`config.mk`:
```
export PLATFORM = sky130hd
export DESIGN_NAME = fifo_beat_serializer
export DESIGN_NICKNAME = d
export VERILOG_FILES = /design/src/rtl/fifo_beat_serializer_pkg.sv /design/src/rtl/fifo_beat_serializer.sv
export SDC_FILE = /design/constraint.sdc
export NUM_CORES = 1
export LEC_CHECK = 0
export ABC_AREA = 1
export CAP_MARGIN = 30
export CORE_MARGIN = 4
export CORE_UTILIZATION = 40
export DETAILED_ROUTE_END_ITERATION = 7
export PLACE_DENSITY_LB_ADDON = 0.2
export SLEW_MARGIN = 20
export SYNTH_ARGS = -nofsm -noshare
export SYNTH_HDL_FRONTEND = slang
export SYNTH_SLANG_ARGS = --single-unit
```
`constraint.sdc`:
```
create_clock -name clock -period 2.1 [get_ports clock]
set_input_delay 0.525 -clock clock [delete_from_list [all_inputs] [get_ports clock]]
set_output_delay 0.525 -clock clock [all_outputs]
set_load 0.02 [all_outputs]
```
`src/rtl/fifo_beat_serializer_pkg.sv`:
```
// Shared typedefs and helpers for FIFO-fed stages.
package fifo_beat_serializer_pkg;

  // Serializer control state: nothing held, or a word held with beats pending.
  typedef enum logic {
    S_EMPTY = 1'b0,
    S_SHIFT = 1'b1
  } fbs_state_e;

  // Index width for a beat counter spanning 'ratio' beats, never narrower than 1 bit.
  function automatic int unsigned idx_width(input int unsigned ratio);
    return (ratio > 1) ? $clog2(ratio) : 1;
  endfunction

endpackage

```
`src/rtl/fifo_beat_serializer.sv`:
```
// Pops words from a show-ahead FIFO and emits them as OUT_WIDTH beats, LSB slice first.
module fifo_beat_serializer
  import fifo_beat_serializer_pkg::*;
#(
  parameter int IN_WIDTH  = 32,
  parameter int OUT_WIDTH = 8
) (
  input  logic                 clock,
  input  logic                 reset_n,
  input  logic                 fifo_empty,
  input  logic [IN_WIDTH-1:0]  fifo_q,
  output logic                 fifo_rdreq,
  output logic                 out_valid,
  output logic [OUT_WIDTH-1:0] out_data,
  output logic                 out_last,
  input  logic                 out_ready,
  output logic [31:0]          words_done
);

  localparam int unsigned RATIO = IN_WIDTH / OUT_WIDTH;
  localparam int unsigned IDX_W = idx_width(RATIO);
  localparam logic [IDX_W-1:0] LAST_IDX = IDX_W'(RATIO - 1);

  generate
    if ((OUT_WIDTH < 1) || (IN_WIDTH < OUT_WIDTH) || ((IN_WIDTH % OUT_WIDTH) != 0)) begin : g_bad_ratio
      $error("fifo_beat_serializer: IN_WIDTH must be a positive multiple of OUT_WIDTH");
    end
  endgenerate

  fbs_state_e           state_q, state_d;
  logic [IN_WIDTH-1:0]  shift_q, shift_d;
  logic [IDX_W-1:0]     idx_q, idx_d;
  logic [31:0]          done_q, done_d;
  logic                 hs;

  // Output decode; the pop also fires on the last-beat handshake so words run back-to-back.
  always_comb begin
    out_valid  = (state_q == S_SHIFT);
    out_last   = out_valid && (idx_q == LAST_IDX);
    out_data   = shift_q[OUT_WIDTH-1:0];
    hs         = out_valid & out_ready;
    fifo_rdreq = reset_n & ~fifo_empty & ((state_q == S_EMPTY) | (hs & out_last));
    words_done = done_q;
  end

  // Next state: a pop reloads the word; otherwise a handshake advances or retires it.
  always_comb begin
    state_d = state_q;
    shift_d = shift_q;
    idx_d   = idx_q;
    done_d  = done_q;
    if (fifo_rdreq) begin
      state_d = S_SHIFT;
      shift_d = fifo_q;
      idx_d   = '0;
    end else if (hs) begin
      if (out_last) begin
        state_d = S_EMPTY;
      end else begin
        shift_d = shift_q >> OUT_WIDTH;
        idx_d   = idx_q + IDX_W'(1);
      end
    end
    if (hs && out_last) begin
      done_d = done_q + 32'd1;
    end
  end

  // State registers, cleared asynchronously so a held word is dropped at once.
  always_ff @(posedge clock or negedge reset_n) begin
    if (!reset_n) begin
      state_q <= S_EMPTY;
      shift_q <= '0;
      idx_q   <= '0;
      done_q  <= '0;
    end else begin
      state_q <= state_d;
      shift_q <= shift_d;
      idx_q   <= idx_d;
      done_q  <= done_d;
    end
  end

endmodule

```
* Word-level counts from Yosys, hierarchy flattened
Cells that the tools add are included.
** Cells by class
- $add $sub $neg :: 2
- Eq/ne operators :: 2
- Mux-type cells :: 9
- Bitwise gates (word level) :: 7
- Reductions and logical operators :: 6
** Operators with widths (count)
- 32-bit two-way mux :: 3
- 32-bit by 1-bit adder with 32-bit output (second input constant) :: 1
- 2-bit two-way mux :: 3
- 1-bit AND :: 4
- 2-bit AND reduction :: 2
- 2-bit nonzero test :: 2
- 1-bit two-way mux :: 3
- 2-bit by 1-bit adder with 2-bit output (second input constant) :: 1
- 2-bit == test (second input constant) :: 1
- 1-bit logical AND :: 2
- 2-bit != test (second input constant) :: 1
- 1-bit inverter :: 2
- 1-bit bitwise OR :: 1
** Word-level totals
- Flip-flop bits (word level) :: 67
- Bits of input ports :: 36
- Output and inout bits :: 43
- Logic and storage cells :: 30

* Logic depth before layout (Yosys ltp)
- Depth in word-level cells :: 7
- Depth in mapped cells :: 9
- Depth with buffers taken out :: 9

* Worst setup path after synthesis
Ideal clock, no wire load.
- Path kind :: reg2out
- From :: register state_q, in the netlist out_valid
- To :: output port fifo_rdreq
- Data arrival time :: 1.197 ns
- Data required time :: 1.575 ns
- Path slack :: 0.378 ns
- Stages on the path, launching flop included :: 4
- Path buffers :: 1
- Cell sequence :: dfrtp_1 > nand3_2 > a21oi_2 > buf_2
** Between the ends
- Longest elaborated chain between the ends :: 4
- Elaborated cells on any way between the ends :: 6
- Those cells by class :: bitwise (5); reduce/logical (1)
** Ends and longest elaborated chain
- start: declaration :: line fifo_beat_serializer.sv:30 : fbs_state_e state_q, state_d;
- start signal: assignment :: line fifo_beat_serializer.sv:77 : state_q <= state_d;
- 1-bit AND / 1-bit logical AND (equally long branches) :: line fifo_beat_serializer.sv:41, fifo_beat_serializer.sv:39
- 1-bit AND :: line fifo_beat_serializer.sv:42 : fifo_rdreq = reset_n & ~fifo_empty & ((state_q == S_EMPTY) | (hs & out_last));
- 1-bit bitwise OR * :: line fifo_beat_serializer.sv:42
- 1-bit AND * :: line fifo_beat_serializer.sv:42
- end: declaration :: line fifo_beat_serializer.sv:12 : output logic fifo_rdreq,
Mark *: on every way between the ends. The rest lies on a longest branch, timed or not.

* Worst setup path after layout
- From :: input port out_ready
- To :: output port fifo_rdreq
** Between the ends
- Longest elaborated chain between the ends :: 4
** Ends and longest elaborated chain
- start: declaration :: line fifo_beat_serializer.sv:16 : input logic out_ready,
- 1-bit AND :: line fifo_beat_serializer.sv:41 : hs = out_valid & out_ready;
- 1-bit AND :: line fifo_beat_serializer.sv:42
- 1-bit bitwise OR :: line fifo_beat_serializer.sv:42
- 1-bit AND :: line fifo_beat_serializer.sv:42
Every way passes these cells.

==> key figures <==
Routing
  • WL/cell: about 13 µm
  • Via count: about 2700
  • Vias per cell: 4.73
  • Post-DRT Antenna Nets: 0
  • Drt initial violations: between 150 and 200
  • First-pass iteration count of the detailed router: 4
  • # DRC: 0
  • WL final: between 7 and 8 mm

Synth
  • Mapped Area: roughly 3300 µm²
  • Seq/Total Area, Yosys: about 50%
  • Cells after synthesis: a little under 400
  • Mapped Nets: 431
  • Ys Warns: 0
  • Number of flops mapped to enable cells by yosys: 0
  • Post-synth cell types: 25
  • Top FF cell, synth: dfrtp_1
  • Flops & latches, synth: between 60 and 70
  • Async SR Flop Fraction: between 90% and 100%
  • Syn Area/Cell: roughly 8.3 µm²

GRT
  • First-pass GRT wire length: 12.6 mm
  • Gr usage total: about 16%
  • Vias in the first global route: between 2000 and 3000
  • Initial antenna violation count: 0
  • Largest net degree at the start of global routing: 36
  • Grt ovf: 0

Run
  • Total of max-cap violations: 0

Timing
  • Worst slew pin tran: approximately 0.45 ns
  • Worst setup margin: between 0.08 and 0.09 ns
  • WHS: ~0.3 ns
  • Final hold vios: 0
  • Final TNS setup: 0 ns
  • Unrepaired setup endpoints after global routing: false
  • FMAX: between 400 and 500 MHz
  • Part of the cycle the worst path needs: between 90% and 100%
  • Final worst path period need: approximately 2.0 ns
  • Final Setup Violations: 0
  • Final count of pins violating max slew: 0
  • Slew margin rel.: ~70%
  • Clock Skew: approximately 0.012 ns

Finish
  • NumNets Final: 511
  • Commonest non-fill, non-tap cells in the layout: nand2_1 (135), clkdlybuf4s50_1 (75), dfrtp_1 (67)
  • Design Area, Final: roughly 4300 µm²
  • Share of layout cells above drive strength 1: under 10%
  • Antenna diode count: 0
  • # fillers: between 700 and 800
  • Post-Layout Cell Count: between 500 and 600
  • Area occupied by multi-input gates: between 1000 and 1500 µm²
  • Storage cell area: ~1700 µm²
  • Fin util: between 50% and 60%
  • Syn-to-layout area delta: 32.7%
  • Most common cell after layout, fill and taps aside: nand2_1

Critical path
  • Reg2Reg Depth: 7
  • FF-to-FF End: words_done[20]$_DFFE_PN0P_
  • Crit path arrival time: approximately 1.5 ns
  • CP startpoint kind: primary input
  • Reg2reg start: idx_q[0]$_DFFE_PN0P_
  • R2R setup slack: between 0.4 and 0.5 ns
  • Crit Path Class: in -> out
  • Worst Path Required: ~1.6 ns
  • Worst Path Max Fanout: 2
  • Crit. End Element: primary output

Floorplan
  • Die Wd: ~99 µm
  • Core area: ~7800 µm²
  • Die H: approximately 99 µm
  • Rows: 32
  • DIE AREA: 9710 µm²
  • Ports: slightly below 80
  • Initial core utilization: around two fifths

CTS
  • Postcts setup bufs: 0
  • CTS tree: built
  • Post-CTS Hold Buffers: 0
  • Clk_lat worst skew: 0.34 ns
  • Htree depth: 3
  • Clock Tree Root: clkbuf_8
  • CTS clk-pin slew, worst paths: around 0.08 ns
  • Clk buf depth: 2
  • CTS Buf Count: 9
  • Clock sink total: 67
  • Post-cts gate resize count: 5

Placed design
  • Pre-CTS WS: -0.386 ns
  • Routability congestion estimate: approximately 0.85
  • Placed cell count: 564
  • DP Area: between 4000 and 5000 µm²
  • Port Buffer Count: approximately 80
  • HPWL after DPL: between 5 and 6 mm

Power
  • Cell-internal power: 2.64 mW
  • Max VDD drop: 0.587 mV
  • Comb power frac: approximately 28%
  • Sequential Power Share: 44.5%
  • Clock power share: 27.9%
  • Psw: approximately 1.2 mW
  • Sw Share: between 30% and 40%
  • P_leak: about 2.1 nW
  • Pwr dens: around 900 nW/µm²
  • Tot Pwr: approximately 3.9 mW

Run status
  • Status: finished, final reports clean

Worst hold path
  • Hold crit path type: in -> async
## worst max-delay path by stage
stage,end,cells after the start,slack [ns],startpoint
4_1_cts,fifo_rdreq,4,0.07,out_ready
3_3_place_gp,fifo_rdreq,4,-0.39,out_ready
2_1_floorplan,fifo_rdreq,3,0.38,out_valid$_DFFE_PN0P_
6_report,fifo_rdreq,4,0.08,out_ready
5_1_grt,fifo_rdreq,4,0.03,out_ready
3_5_place_dp,fifo_rdreq,4,-0.39,out_ready
## power groups by stage
stage          clock [mW]  sequential (mW)  combinational [mW]
5_1_grt              1.16             1.75                1.17
3_5_place_dp            0             1.74                1.09
6_report             1.08             1.71                1.06
4_1_cts              1.10             1.72                1.08
2_1_floorplan           0             1.74               0.654
3_3_place_gp            0             1.73                1.07
## Yosys cell counts (2+ instances only)
cell type  number  area, µm²
buf_2           6       30.0
ha_1            2       25.0
nand4_1         8       50.1
xor2_1         13        114
nor2_1         28        105
nand2_1       135        507
nand3_1        42        210
buf_4           8       60.1
o211ai_1        2       15.0
nor3_1          9       45.0
nand2_2         2       12.5
inv_1          37        139
nor2_4          3       33.8
xnor2_1         8       70.1
clkbuf_1        2       7.51
nor2_2          2       12.5
dfrtp_1        67       1680
nand3b_1        4       30.0
o21ai_0         3       15.0
a22o_1          7       61.3
## state kept, by name, summed over array words and instances (netlist names)
name and flops:
shift_q 32, words_done 32, idx_q 2, out_valid 1
## worst max-delay path, stage by stage
cell and delay [ns]:
clkdlybuf4s50_1 0.50, nand3_2 0.10, a21oi_2 0.17, buf_2 0.19
## cell type report
type / instances / area share (%)
clock buffers: 13 / 3.65
clock inverters: 2 / 0.806
inverters: 37 / 3.19
multi-input cells: 273 / 31.4
flip-flops and latches: 67 / 38.6
well taps: 102 / 2.93
repair buffers: 85 / 19.5
## per-layer routing
metal  track usage, %  routed length (µm)  up-vias
met5                0                   0        -
met3             4.46                 378       10
met2             24.1                3490       67
li1                 -                   -     1405
met1             22.5                3660     1259
met4             4.73                  85        0
## logic make-up (layout without fill, tap and decap cells)
logic type / after synthesis / after routing / synth area share [%]
AND/OR/NAND/NOR: 236 / 236 / 31.9
flip-flops: 67 / 67 / 51.1
buffers and inverters: 53 / 137 / 7.21
XOR/XNOR: 21 / 21 / 5.61
AO/OA/AOI/OAI: 14 / 14 / 3.40
adder cells (fa/ha/maj): 2 / 2 / 0.763
Note: power is estimated with default switching activity, not from simulation.
